### config.mk
export PLATFORM = sky130hd
export DESIGN_NAME = core_boot_loader
export DESIGN_NICKNAME = d
export VERILOG_FILES = /design/src/rtl/core_boot_loader.sv
export SDC_FILE = /design/constraint.sdc
export NUM_CORES = 1
export LEC_CHECK = 0
export CAP_MARGIN = 20
export CORE_ASPECT_RATIO = 1.75
export CORE_MARGIN = 2
export CORE_UTILIZATION = 43
export DETAILED_ROUTE_END_ITERATION = 6
export HOLD_SLACK_MARGIN = 0.08
export PLACE_DENSITY = 0.78
export REMOVE_ABC_BUFFERS = 1
export SLEW_MARGIN = 20
export SYNTH_ARGS = -nofsm -noshare
export SYNTH_HDL_FRONTEND = slang
export SYNTH_SLANG_ARGS = --single-unit
### constraint.sdc
create_clock -name clk -period 6 [get_ports clk]
set_input_delay 1.2 -clock clk [delete_from_list [all_inputs] [get_ports clk]]
set_output_delay 1.2 -clock clk [all_outputs]
set_load 0.1 [all_outputs]
### src/rtl/core_boot_loader.sv
// Boot sequencer: copies the data ROM image into data memory, then streams INSTR, REG, BAR, PC
// and NULL packets to the core. Define BOOT_CHECKSUM_EN to enable the running checksum_o.
package core_boot_loader_pkg;
  typedef enum logic [2:0] {
    NET_NULL  = 3'd0,
    NET_INSTR = 3'd1,
    NET_REG   = 3'd2,
    NET_PC    = 3'd3,
    NET_BAR   = 3'd4
  } net_op_e;

  typedef struct packed {
    logic [9:0]  id;
    net_op_e     net_op;
    logic [4:0]  reserved;
    logic [31:0] net_data;
    logic [9:0]  net_addr;
  } net_packet_s;
endpackage

module core_boot_loader
  import core_boot_loader_pkg::*;
#(
  parameter int unsigned INSTR_WORDS = 1024,
  parameter int unsigned DATA_WORDS  = 1024,
  parameter int unsigned REG_WORDS   = 64,
  parameter logic [9:0]  CORE_ID     = 10'd1,
  parameter logic [31:0] BAR_MASK    = 32'h2,
  parameter logic [31:0] START_PC    = 32'h5
) (
  input  logic        clk,
  input  logic        reset,
  input  logic        start_i,
  output logic [9:0]  irom_addr_o,
  input  logic [15:0] irom_data_i,
  output logic [9:0]  drom_addr_o,
  input  logic [31:0] drom_data_i,
  output logic [5:0]  rrom_addr_o,
  input  logic [39:0] rrom_data_i,
  output logic        dmem_valid_o,
  output logic [31:0] dmem_addr_o,
  output logic [31:0] dmem_wdata_o,
  output net_packet_s pkt_o,
  output logic        pkt_valid_o,
  input  logic        pkt_ready_i,
  output logic        busy_o,
  output logic        done_o,
  output logic [31:0] checksum_o
);

  localparam logic [9:0] INSTR_LAST = 10'(INSTR_WORDS - 1);
  localparam logic [9:0] DATA_LAST  = 10'(DATA_WORDS - 1);
  localparam logic [9:0] REG_LAST   = 10'(REG_WORDS - 1);

  typedef enum logic [2:0] {
    S_IDLE, S_DMEM, S_INSTR, S_REG, S_BAR, S_PC, S_NULLP, S_DONE
  } state_e;

  // FETCH: ROM address presented; SEND: ROM data valid; HOLD: packet waiting for accept
  typedef enum logic [1:0] {PH_FETCH, PH_SEND, PH_HOLD} phase_e;

  state_e     state_q;
  phase_e     phase_q;
  logic [9:0] idx_q;
  logic [9:0] idx_nxt_c;
  logic       unused_rrom_c;

  assign idx_nxt_c     = idx_q + 10'd1;
  assign unused_rrom_c = ^rrom_data_i[39:38];

  function automatic net_packet_s mk_pkt(input net_op_e op, input logic [31:0] data,
                                         input logic [9:0] addr);
    net_packet_s p;
    p.id       = CORE_ID;
    p.net_op   = op;
    p.reserved = '0;
    p.net_data = data;
    p.net_addr = addr;
    return p;
  endfunction

  always_ff @(posedge clk or posedge reset) begin
    if (reset) begin
      state_q      <= S_IDLE;
      phase_q      <= PH_FETCH;
      idx_q        <= '0;
      irom_addr_o  <= '0;
      drom_addr_o  <= '0;
      rrom_addr_o  <= '0;
      dmem_valid_o <= 1'b0;
      dmem_addr_o  <= '0;
      dmem_wdata_o <= '0;
      pkt_o        <= '0;
      pkt_valid_o  <= 1'b0;
      busy_o       <= 1'b0;
      done_o       <= 1'b0;
    end else begin
      dmem_valid_o <= 1'b0;
      case (state_q)
        S_IDLE, S_DONE: begin
          if (start_i) begin
            state_q     <= S_DMEM;
            phase_q     <= PH_FETCH;
            idx_q       <= '0;
            drom_addr_o <= '0;
            busy_o      <= 1'b1;
            done_o      <= 1'b0;
          end
        end
        S_DMEM: begin
          if (phase_q == PH_FETCH) begin
            phase_q <= PH_SEND;
          end else begin
            dmem_valid_o <= 1'b1;
            dmem_addr_o  <= 32'(idx_q) << 2;
            dmem_wdata_o <= drom_data_i;
            phase_q      <= PH_FETCH;
            if (idx_q == DATA_LAST) begin
              state_q     <= S_INSTR;
              idx_q       <= '0;
              irom_addr_o <= '0;
            end else begin
              idx_q       <= idx_nxt_c;
              drom_addr_o <= idx_nxt_c;
            end
          end
        end
        S_INSTR: begin
          if (phase_q == PH_FETCH) begin
            phase_q <= PH_SEND;
          end else if (phase_q == PH_SEND) begin
            pkt_o       <= mk_pkt(NET_INSTR, {16'h0, irom_data_i}, idx_q);
            pkt_valid_o <= 1'b1;
            phase_q     <= PH_HOLD;
          end else if (pkt_ready_i) begin
            pkt_valid_o <= 1'b0;
            phase_q     <= PH_FETCH;
            if (idx_q == INSTR_LAST) begin
              state_q     <= S_REG;
              idx_q       <= '0;
              rrom_addr_o <= '0;
            end else begin
              idx_q       <= idx_nxt_c;
              irom_addr_o <= idx_nxt_c;
            end
          end
        end
        S_REG: begin
          if (phase_q == PH_FETCH) begin
            phase_q <= PH_SEND;
          end else if (phase_q == PH_SEND) begin
            pkt_o       <= mk_pkt(NET_REG, rrom_data_i[31:0], {4'h0, rrom_data_i[37:32]});
            pkt_valid_o <= 1'b1;
            phase_q     <= PH_HOLD;
          end else if (pkt_ready_i) begin
            phase_q <= PH_FETCH;
            if (idx_q == REG_LAST) begin
              state_q <= S_BAR;
              idx_q   <= '0;
              pkt_o   <= mk_pkt(NET_BAR, BAR_MASK, 10'd24);
            end else begin
              pkt_valid_o <= 1'b0;
              idx_q       <= idx_nxt_c;
              rrom_addr_o <= 6'(idx_nxt_c);
            end
          end
        end
        // Fixed packets: the next one is loaded on the edge the current one is accepted
        S_BAR: begin
          if (pkt_ready_i) begin
            state_q <= S_PC;
            pkt_o   <= mk_pkt(NET_PC, START_PC, 10'd0);
          end
        end
        S_PC: begin
          if (pkt_ready_i) begin
            state_q <= S_NULLP;
            pkt_o   <= mk_pkt(NET_NULL, 32'hFFFF_FFFE, 10'd24);
          end
        end
        S_NULLP: begin
          if (pkt_ready_i) begin
            state_q     <= S_DONE;
            pkt_valid_o <= 1'b0;
            busy_o      <= 1'b0;
            done_o      <= 1'b1;
          end
        end
        default: state_q <= S_IDLE;
      endcase
    end
  end

`ifdef BOOT_CHECKSUM_EN
  logic [31:0] csum_q;
  logic [31:0] csum_add_c;

  // Each word is added once, in the single SEND cycle where it is issued
  always_comb begin
    csum_add_c = '0;
    if (phase_q == PH_SEND) begin
      case (state_q)
        S_DMEM:  csum_add_c = drom_data_i;
        S_INSTR: csum_add_c = {16'h0, irom_data_i};
        S_REG:   csum_add_c = rrom_data_i[31:0];
        default: csum_add_c = '0;
      endcase
    end
  end

  always_ff @(posedge clk or posedge reset) begin
    if (reset) begin
      csum_q <= '0;
    end else if (start_i && (state_q == S_IDLE || state_q == S_DONE)) begin
      csum_q <= '0;
    end else begin
      csum_q <= csum_q + csum_add_c;
    end
  end

  assign checksum_o = csum_q;
`else
  assign checksum_o = '0;
`endif

endmodule
==> flow_summary.ini <==
[layout]
syn_to_final_growth_pct = 36.9
final_cells = 994
antenna_cells = 0
multiInputGateArea_um2 = 2750
nets = 894
drive_gt1_share_pct = 15.0
seq_area_um2 = 3330
fillerInstances = 1304

[routing]
wire_per_inst_um = 16.9
initialDrtViolationCount = 143
top_layer_used = met4
wl_met2_mm = 9.30
met1_length_mm = 6.04
drc_errors = 0
antenna_left = 0
via_per_inst = 5.06
vias = 5025
wl_met3_mm = 1.04
wl_mm = 16.8
drtPass1Iterations = 4

[setup_path]
cp-end-kind = register
max_stage_delay_ns = 0.64
cp_slowest_cell = clkdlybuf4s50_1
worstPathCellList = clkdlybuf4s50_1 -> inv_1 -> o32a_1 -> o21ai_1 -> o21a_4 -> buf_4 -> mux2i_1
rrSetupSlack_ns = 3.36
arrival_ns = 3.57
critPathRequiredTime_ns = 6.33
start_kind = input pin
path_buf_inv = 3
critical_path.max_fanout = 39
r2r-start = idx_q[0]$_DFFE_PP0P_
rr_worst_depth = 6
reg2reg_to = pkt_o[6]$_DFFE_PP0P_
crit_family = compound AO/OA/AOI/OAI gates
path_class = in2reg

[sta]
slew_violations = 0
final.period_utilization_pct = 54.1
setup_viol = 0
tns_ns = 0
setup_ws_ns = 2.76
worstMarginPinSlew_ns = 1.03
max_freq_mhz = 308
fin_skew_ns = 0.00815
finalHoldViolCount = 0
period_needed_ns = 3.24
maxSlewHeadroom_pct = 30.8
rsz0062_at_grt = false

[placement]
dp_slack_ns = 1.96
port_buffers = 207
dp_hpwl_mm = 12.1
dpl.cell_count = 963
place_congestion = 0.834

[global_routing]
grt_pass1_vias = 5024
grt_usage_pct = 20.4
grt_pass1_wl_mm = 26.6
grt_max_degree = 90
grt-ovfl-total = 0
antenna_found_initial = 0

[floorplan]
rows = 60
initial_core_util_pct = 43.6
dieArea_um2 = 16600
io_pins = 278
die_w_um = 98.2
core_area_um2 = 15300
die_h_um = 169

[logic_synthesis]
ys_warn_count = 0
postSynthCellCount = 603
synth_area_per_cell_um2 = 11.1
yosysUniqueCellTypes = 57
ys_async_sr_fraction_pct = 100
synth_edf_count = 0
seq_area_frac_synth_pct = 49.8
synth_ff_type = dfrtp_1
synth-seq-cells = 133
netlist_area_um2 = 6680

[outcome]
status = finished clean

[clock_tree]
clock_path_buffers = 2
cts_root_buf = clkbuf_16
cts.sinks = 133
numCtsBuffers = 17
cts_tree = done
cts_hold_buf = 0
cts_resized = 0
cts_max_level = 4
clk_pin_slew_ns = 0.06
clk_latency_ns = 0.41
cts_setup_buffers = 0

[worst_hold_path]
hold_depth = 2
min_from = rrom_addr_o[5]$_DFFE_PP0P_
worstHoldEndpoint = rrom_addr_o[5]$_DFFE_PP0P_
worstHoldPathType = reg2reg

[job]
maxCapViolCount = 0
==> synthesized netlist by cell type (all sizes together) (2+ instances only) <==
cell	n	area, um^2
a31oi	2	12.5
or4	2	18.8
mux2	66	747
and2	4	25.0
nand4	2	12.5
ha	6	75.1
nand3	9	45.0
xor2	2	17.5
xnor2	4	35.0
nand2	54	203
nor2	17	68.8
and4	2	20.0
a221o	13	130
clkbuf	21	98.9
nand2b	5	31.3
buf	87	661
or2	3	18.8
o21ai	24	120
nor2b	4	25.0
a21oi	27	135
a22o	4	35.0
dfrtp	133	3330
inv	32	120
mux2i	26	260
o31ai	28	210
nor3	4	31.3
==> stage by stage <==
step	utilization [%]	hold WS [ns]	cell area, um^2
global route	59.8	0.502	9150
finish	59.8	0.471	9150
floorplan	-	0.531	6170
global placement	55.9	0.453	8560
CTS	59.7	0.479	9150
detailed placement	55.9	0.460	8560
==> tightest hold or removal path: cells and delay by family (launching register included) <==
kind	cells	cell delay, ns
flops	1	0.34
simple gates	1	0.05
compound gates	1	0.05
==> registers in the layout (all words and copies together), names as in the netlist <==
| name | flops |
|---|---|
| rrom_addr_o | 6 |
| irom_addr_o | 10 |
| pkt_valid_o | 1 |
| pkt_o | 46 |
| phase_q | 2 |
| dmem_addr_o | 10 |
| state_q | 3 |
| busy_o | 1 |
| drom_addr_o | 10 |
| done_o | 1 |
| dmem_valid_o | 1 |
| idx_q | 10 |
| dmem_wdata_o | 32 |
==> routing by layer <==
| layer | global-route usage, % | vias to the layer above |
|---|---|---|
| li1 | - | 2351 |
| met1 | 22.0 | 2436 |
| met2 | 38.1 | 205 |
| met3 | 4.71 | 33 |
| met4 | 8.04 | 0 |
| met5 | 0 | - |
==> worst max-delay path by stage <==
| stage | startpoint | end | cells after the start |
|---|---|---|---|
| 2_1_floorplan | reset | busy_o$_DFFE_PP0P_ | 1 |
| 3_3_place_gp | pkt_ready_i | pkt_o[29]$_DFFE_PP0P_ | 7 |
| 3_5_place_dp | pkt_ready_i | pkt_o[6]$_DFFE_PP0P_ | 7 |
| 4_1_cts | pkt_ready_i | pkt_o[38]$_DFFE_PP0P_ | 7 |
| 5_1_grt | pkt_ready_i | pkt_o[6]$_DFFE_PP0P_ | 7 |
| 6_report | pkt_ready_i | pkt_o[6]$_DFFE_PP0P_ | 7 |
==> kinds of logic (layout without fill, tap and decap cells) <==
family	count (synthesis)	after routing	share of synthesized area (%)
AO/OA/AOI/OAI	114	114	11.9
XOR/XNOR	6	6	0.786
adder cells (fa/ha/maj)	6	6	1.12
buffers and inverters	140	278	13.2
flip-flops	133	133	49.8
multiplexers	92	92	15.1
other	1	68	0.0561
AND/OR/NAND/NOR	111	111	8.05
==> cells in the final DEF, fill, tap and decap left out, types with 3 or more instances in the layout <==
cell	instances
conb_1	68
o21ai_0	23
a21oi_1	26
nand3_1	9
a22o_1	4
and2_1	4
mux2_2	64
clkbuf_16	17
xnor2_1	4
inv_1	31
clkinv_2	3
nand2_1	54
dfrtp_1	133
nor3_1	3
o31ai_1	28
mux2i_1	26
clkdlybuf4s50_1	207
or2_2	3
a221o_1	13
buf_4	8
ha_1	6
clkinv_4	3
nor2b_1	4
nor2_1	14
nand2b_1	5
inv_6	3
==> layout make-up <==
type,count,share of cell area (%)
Timing Repair Buffer,215,23.3
Clock buffer,20,4.99
Clock inverter,11,1.38
Tap cell,186,2.54
Multi-Input combinational cell,397,30.1
Inverter,32,1.37
Sequential cell,133,36.4
Power is not shown: default switching activity piles up to over one toggle a cycle in this logic, so the estimate is an artifact.
